### src/rtl/dcd_inst_queue.sv
// dcd_inst_queue: FIFO buffer for 66-bit decoded-instruction bundles between
// decode and rename/dispatch. The head entry is unpacked into named fields
// under a valid/ready handshake.
//
// Ports:
//   clk, rst_n          clock, synchronous active-low reset
//   dcd_inst_in[65:0]   decoded bundle; bit 65 marks it valid for storage
//   flush_in            discard every queued entry (mispredict / loop exit)
//   out_ready_in        downstream consumes the head entry this cycle
//   stall_out           queue full; upstream holds its bundle
//   out_valid_out       head entry present
//   count_out           occupancy, 0..DEPTH
//   *_out fields        combinational slice of the head entry, 0 when empty
//   bck_lp_out          head is a backward branch (branch with imm[7] set)
module dcd_inst_queue #(
   parameter int DEPTH = 8,
   parameter int AW    = 3
) (
   input  logic          clk,
   input  logic          rst_n,
   input  logic [65:0]   dcd_inst_in,
   input  logic          flush_in,
   input  logic          out_ready_in,
   output logic          stall_out,
   output logic          out_valid_out,
   output logic [AW:0]   count_out,
   output logic          rs_v_out,
   output logic [3:0]    rs_out,
   output logic          rd_v_out,
   output logic [3:0]    rd_out,
   output logic          rt_v_out,
   output logic [3:0]    rt_out,
   output logic          im_v_out,
   output logic [15:0]   imm_out,
   output logic          ldi_out,
   output logic [1:0]    brn_out,
   output logic          jmp_v_out,
   output logic [1:0]    jmp_out,
   output logic          memrd_out,
   output logic          memwr_out,
   output logic [2:0]    alu_ctrl_out,
   output logic          alu_to_add_out,
   output logic          alu_to_mult_out,
   output logic          alu_to_addr_out,
   output logic          invrt_out,
   output logic          regwr_out,
   output logic          pred_result_out,
   output logic [15:0]   pc_out,
   output logic          bck_lp_out
);

   // Bit 65 is always 1 for stored entries, so only bits 64:0 are kept.
   logic [64:0]   mem [DEPTH];
   logic [AW-1:0] wr_ptr;
   logic [AW-1:0] rd_ptr;
   logic [AW:0]   count;
   logic          push;
   logic          pop;
   logic [64:0]   head;

   assign stall_out     = (count == (AW+1)'(DEPTH));
   assign out_valid_out = (count != '0);
   assign count_out     = count;

   // Full check uses registered count, so a push while full is dropped even
   // when a pop frees a slot in the same cycle.
   assign push = dcd_inst_in[65] & ~stall_out & ~flush_in;
   assign pop  = out_valid_out & out_ready_in;

   always_ff @(posedge clk) begin
      if (!rst_n || flush_in) begin
         wr_ptr <= '0;
         rd_ptr <= '0;
         count  <= '0;
      end else begin
         if (push) wr_ptr <= wr_ptr + 1'b1;
         if (pop)  rd_ptr <= rd_ptr + 1'b1;
         unique case ({push, pop})
            2'b10:   count <= count + 1'b1;
            2'b01:   count <= count - 1'b1;
            default: count <= count;
         endcase
      end
   end

   // Storage has no reset; entries are only observable once counted.
   always_ff @(posedge clk) begin
      if (rst_n && push) mem[wr_ptr] <= dcd_inst_in[64:0];
   end

   always_comb begin
      head = '0;
      if (out_valid_out) head = mem[rd_ptr];
   end

   assign rs_v_out        = head[64];
   assign rs_out          = head[63:60];
   assign rd_v_out        = head[59];
   assign rd_out          = head[58:55];
   assign rt_v_out        = head[54];
   assign rt_out          = head[53:50];
   assign im_v_out        = head[49];
   assign imm_out         = head[48:33];
   assign ldi_out         = head[32];
   assign brn_out         = head[31:30];
   assign jmp_v_out       = head[29];
   assign jmp_out         = head[28:27];
   assign memrd_out       = head[26];
   assign memwr_out       = head[25];
   assign alu_ctrl_out    = head[24:22];
   assign alu_to_add_out  = head[21];
   assign alu_to_mult_out = head[20];
   assign alu_to_addr_out = head[19];
   assign invrt_out       = head[18];
   assign regwr_out       = head[17];
   assign pred_result_out = head[16];
   assign pc_out          = head[15:0];
   assign bck_lp_out      = (head[31:30] != 2'b00) && head[40];

endmodule

### config.mk
export PLATFORM = sky130hd
export DESIGN_NAME = dcd_inst_queue
export DESIGN_NICKNAME = d
export VERILOG_FILES = /design/src/rtl/dcd_inst_queue.sv
export SDC_FILE = /design/constraint.sdc
export NUM_CORES = 1
export LEC_CHECK = 0
export BUFFER_PORTS_ARGS = -buffer_cell sky130_fd_sc_hd__buf_2
export CAP_MARGIN = 20
export CELL_PAD_IN_SITES_DETAIL_PLACEMENT = 0
export CELL_PAD_IN_SITES_GLOBAL_PLACEMENT = 1
export CORE_ASPECT_RATIO = 1.1
export CORE_MARGIN = 1.5
export CORE_UTILIZATION = 53
export DETAILED_ROUTE_END_ITERATION = 6
export GPL_TIMING_DRIVEN = 1
export HOLD_SLACK_MARGIN = 0.06
export PLACE_DENSITY_LB_ADDON = 0.1
export SETUP_SLACK_MARGIN = 0.5
export SLEW_MARGIN = 0
export SYNTH_ARGS = -nofsm -noshare
export SYNTH_HDL_FRONTEND = slang
export SYNTH_SLANG_ARGS = --single-unit
### constraint.sdc
create_clock -name clk -period 8.25 [get_ports clk]
set_input_delay 1.2375 -clock clk [delete_from_list [all_inputs] [get_ports clk]]
set_output_delay 1.2375 -clock clk [all_outputs]
set_load 0.005 [all_outputs]
**Word-level counts from Yosys, hierarchy flattened**

Memory sizes are Yosys's and may differ from the RTL's. A register that Yosys moved wholly into a read port is not among the register bits.
Cells that the tools add are included.

- Bits in writable memories: 520
- Word-level logic and storage cells: 29
- Memories kept: 1
- Input port bits: 70
- Register bits after elaboration: 10
- Output and inout port bits: 72

Memories:

| name | depth | bits a word | rd ports | clocked after memory_dff | wr ports | line | text |
|---|---|---|---|---|---|---|---|
| mem | 8 | 65 | 1 | 1 | 1 | 53 | `logic [64:0] mem [DEPTH];` |

- Mux-type cells: 6
- $add $sub $neg: 4
- Reduce and logical (&&, ||, !) cells: 7
- Equal/unequal tests: 3
- Bitwise gates (word level): 5

Operator list:

| kind | number |
|---|---|
| 65-bit 2-to-1 mux | 1 |
| 4-bit case mux with 2 select lines | 1 |
| 3-bit by 1-bit adder with 3-bit output, second input constant | 2 |
| 3-bit 2-to-1 mux | 2 |
| 4-bit by 1-bit adder with 4-bit output, second input constant | 1 |
| 4-bit == test, second input constant | 1 |
| 2-bit nonzero test | 2 |
| 4-bit nonzero test | 1 |
| 4-bit by 1-bit subtractor with 4-bit output, second input constant | 1 |
| 1-bit bitwise AND | 3 |
| 2-bit by 1-bit == test with 1-bit output, second input constant | 1 |
| 2-bit == test, second input constant | 1 |
| 1-bit logical AND | 2 |
| 1-bit 2-to-1 mux | 2 |
| 1-bit inverter | 2 |
| 1-bit logical NOT | 1 |
| 1-bit logical OR | 1 |

**Depth between registers and ports, before layout**

- Depth after elaboration: 7
- Depth in mapped cells: 11
- Depth with buffers taken out: 10

**Least setup slack after synthesis**

No wires, ideal clock.

- Path kind: input to register
- From: in flush_in
- To: mem mem[1][0], enable pin
- Arrival: 6.205 ns
- Stages: 3
- Required time: 7.682 ns
- Slack: 1.477 ns
- Setup time: 0.568 ns
- Buffers on the path: 0
- Cells stage by stage: nand2b_1 -> or3_1 -> nor3_1

- Word-level cells in the longest chain between the ends: 5

RTL lines:

| element | line | text |
|---|---|---|
| start, declared | 22 | `input logic flush_in,` |
| 1-bit inverter | 67 | `assign push = dcd_inst_in[65] & ~stall_out & ~flush_in;` |
| 1-bit bitwise AND | 67 |  |
| 1-bit logical AND | 88 | `if (rst_n && push) mem[wr_ptr] <= dcd_inst_in[64:0];` |
| 1-bit 2-to-1 mux | 88 |  |
| 1-bit 2-to-1 mux (implied by the code) | 88 |  |
| end, declared | 53 |  |

Every way passes these cells.

==> flow_metrics.py <==
metrics = {
    "cts": {
        "cts.clk_slew.worst_paths_ns": 0.06,
        "cts_tree": "built",
        "cts.sinks": 533,
        "ctsHoldBuffers": 0,
        "htreeDepth": 2,
        "postCtsSetupBuffers": 0,
        "clock-root-buffer": "clkbuf_16",
        "clock_latency_ns": 0.57,
        "cts_buffer_depth": 3,
        "ctsResizeCount": 0,
        "cts_inserted_buffers": 52,
    },
    "hold_path": {
        "hold_class": "reg2reg",
    },
    "global_route": {
        "grt_pass1_wl_um": 59000,
        "grt_use_total_pct": 20.1,
        "grt_max_degree": 80,
        "grt_overflow_total": 0,
        "grt_pass1_vias": 9746,
        "antenna_found_initial": 4,
    },
    "worst_setup_path": {
        "cp_slowest_cell": "dfxtp_4",
        "cpPeakStageDelay_ns": 0.86,
        "startpoint_type": "flop",
        "worstPathArrival_ns": 3.29,
        "endpoint_kind": "output pin",
        "required_ns": 7.01,
        "path_cells": "buf_4 -> mux4_2 -> mux2i_1 -> a211oi_1 -> buf_2",
        "worstPathMaxFanout": 36,
        "criticalPathCategory": "reg2out",
    },
    "sta": {
        "slew_headroom_pct": 33.6,
        "setup_viol": 0,
        "period_share_pct": 54.9,
        "max_freq_mhz": 221,
        "finalHoldViolCount": 0,
        "skew_ns": 0.0175,
        "worstMarginPinSlew_ns": 0.993,
        "tns_ns": 0,
        "finalCriticalPeriod_ns": 4.53,
        "rsz0062_at_grt": "false",
        "drv_slew": 0,
    },
    "floorplan": {
        "die_x_um": 190,
        "pin_count": 142,
        "num_rows": 75,
        "design.core.area_um2": 38100,
        "fp.dieH_um": 209,
        "dieArea_um2": 39700,
        "start_util_pct": 53.6,
    },
    "synth": {
        "syn_avg_cell_area_um2": 22.6,
        "ys_seq_elements": 533,
        "syn_area_um2": 20400,
        "synthCells": 903,
        "synthTopCellsByArea": "edfxtp_1 (76%), mux4_2 (14%), mux2i_1 (3.3%)",
        "synth_nets": 979,
        "synth_warnings": 0,
        "yosysSeqAreaShare_pct": 77.7,
        "synth.most_common_cell": "edfxtp_1",
        "synth_edf_count": 520,
        "synth-async-reset-ratio_pct": 0,
        "yosys.area.top_type_share_pct": 76.4,
        "synth_ff_type": "edfxtp_1",
        "synth_cell_types": 32,
        "yosysTopAreaCell": "edfxtp_1",
        "ys_top_cells_by_count": "edfxtp_1 (520), mux4_2 (130), nor2_1 (84)",
    },
    "route": {
        "postRouteAntennaNets": 0,
        "routed_wl_um": 38300,
        "drt_first_pass_iters": 5,
        "drc": 0,
        "drtIter0Drc": 695,
        "wl_per_cell_um": 23.7,
        "vias_per_cell": 5.70,
        "dr_total_vias": 9193,
    },
    "cells_and_area": {
        "fin_area_um2": 23300,
        "nFillCells": 2751,
        "multiInputGateArea_um2": 4290,
        "drive_gt1_share_pct": 33.0,
        "utilization_pct": 61.0,
        "n_antenna_cell": 0,
        "syn_to_final_growth_pct": 13.9,
        "regArea_um2": 15900,
        "nets": 1149,
    },
    "run": {
        "drv_cap": 0,
    },
    "power_and_ir_drop": {
        "seqPwrFrac_pct": 56.4,
        "p_comb_share_pct": 2.6,
        "switching_share_pct": 19.2,
        "p_leak_uw": 0.00735,
        "clockPowerShare_pct": 41.1,
        "powerDensity_nw_per_um2": 228,
        "p_switching_uw": 1020,
        "peakVddDrop_uv": 147,
        "internal_power_uw": 4290,
    },
    "run_status": {
        "status": "finished clean",
    },
    "placed_design": {
        "portBuffers": 141,
        "hpwl_um": 19700,
        "gp_congestion": 0.682,
        "place_area_um2": 21700,
    },
}
[metal layers]
layer,GRT usage [%],up-vias,routed length [um]
li1,-,4081,-
met1,29.3,4830,17000
met2,31.7,208,18500
met3,4.00,66,1890
met4,5.29,8,820
met5,0,-,50
[power by group through the flow]
stage | Clock [uW] | Sequential [uW] | Combinational (uW)
final | 2180 | 2990 | 137
after global routing | 2330 | 2990 | 153
after CTS | 2220 | 2990 | 139
after detailed placement | 0 | 3050 | 138
after global placement | 0 | 3050 | 135
after floorplan | 0 | 3050 | 62.4
[metrics by stage]
step                      total power [uW]  worst slack, ns  std cells  hold WS [ns]
after CTS                             5350             3.53       1611         0.539
after global routing                  5470             3.51       1612         0.568
after global placement                3180             4.01       1518         0.513
final                                 5300             3.72       1612         0.538
after detailed placement              3190             3.98       1518         0.522
after floorplan                       3110             1.48        903         0.485
[logic make-up (layout without fill, tap and decap cells)]
logic type	Yosys count	in the layout	synth area share, %
AND/OR/NAND/NOR	102	102	2.24
buffers and inverters	52	261	1.56
adder cells (fa/ha/maj)	6	6	0.404
AO/OA/AOI/OAI	7	7	0.208
flip-flops	533	533	77.7
multiplexers	197	197	17.6
XOR/XNOR	6	6	0.257
[critical path, delay by kind of cell (launching register included)]
kind,cells,cell delay (ns)
buf+inv,2,0.91
flops,1,0.86
mux,2,0.42
compound gates,1,0.52
[final timing paths]
path / start / to / slack (ns) / cells after the start
worst max-delay path: flop / bck_lp_out / 3.72 / 5
worst min-delay path: rd_ptr[2]$_SDFFE_PP0P_ / rd_ptr[2]$_SDFFE_PP0P_ / 0.54 / 2
worst max register to register: count_out[0]$_SDFFE_PP0P_ / mem[3][38]$_DFFE_PP_ / 5.03 / 5
worst min register to register: rd_ptr[2]$_SDFFE_PP0P_ / rd_ptr[2]$_SDFFE_PP0P_ / 0.54 / 2
[area by class of cell]
cell class / count / area share, %
tap: 500 / 2.69
clock buffer: 75 / 6.10
multi-input combinational: 318 / 18.4
clock inverter: 18 / 0.549
timing repair buffer: 162 / 3.82
sequential: 533 / 68.3
inverter: 6 / 0.0968
[sequential cells by signal, indices dropped and copies added, names as in the netlist, named ones only]
signal     cells
mem          520
rd_ptr         3
count_out      4
wr_ptr         3
[layout by cell type, fill, tap and decap left out, types with 5 or more instances in the layout]
master,n
buf_2,141
buf_4,19
clkbuf_1,21
clkbuf_16,53
clkinv_1,13
dfxtp_1,10
edfxtp_1,520
ha_1,5
inv_1,5
mux2i_1,67
mux4_2,130
nor2_1,78
nor2_4,6
Power figures use the tool's default switching activity.
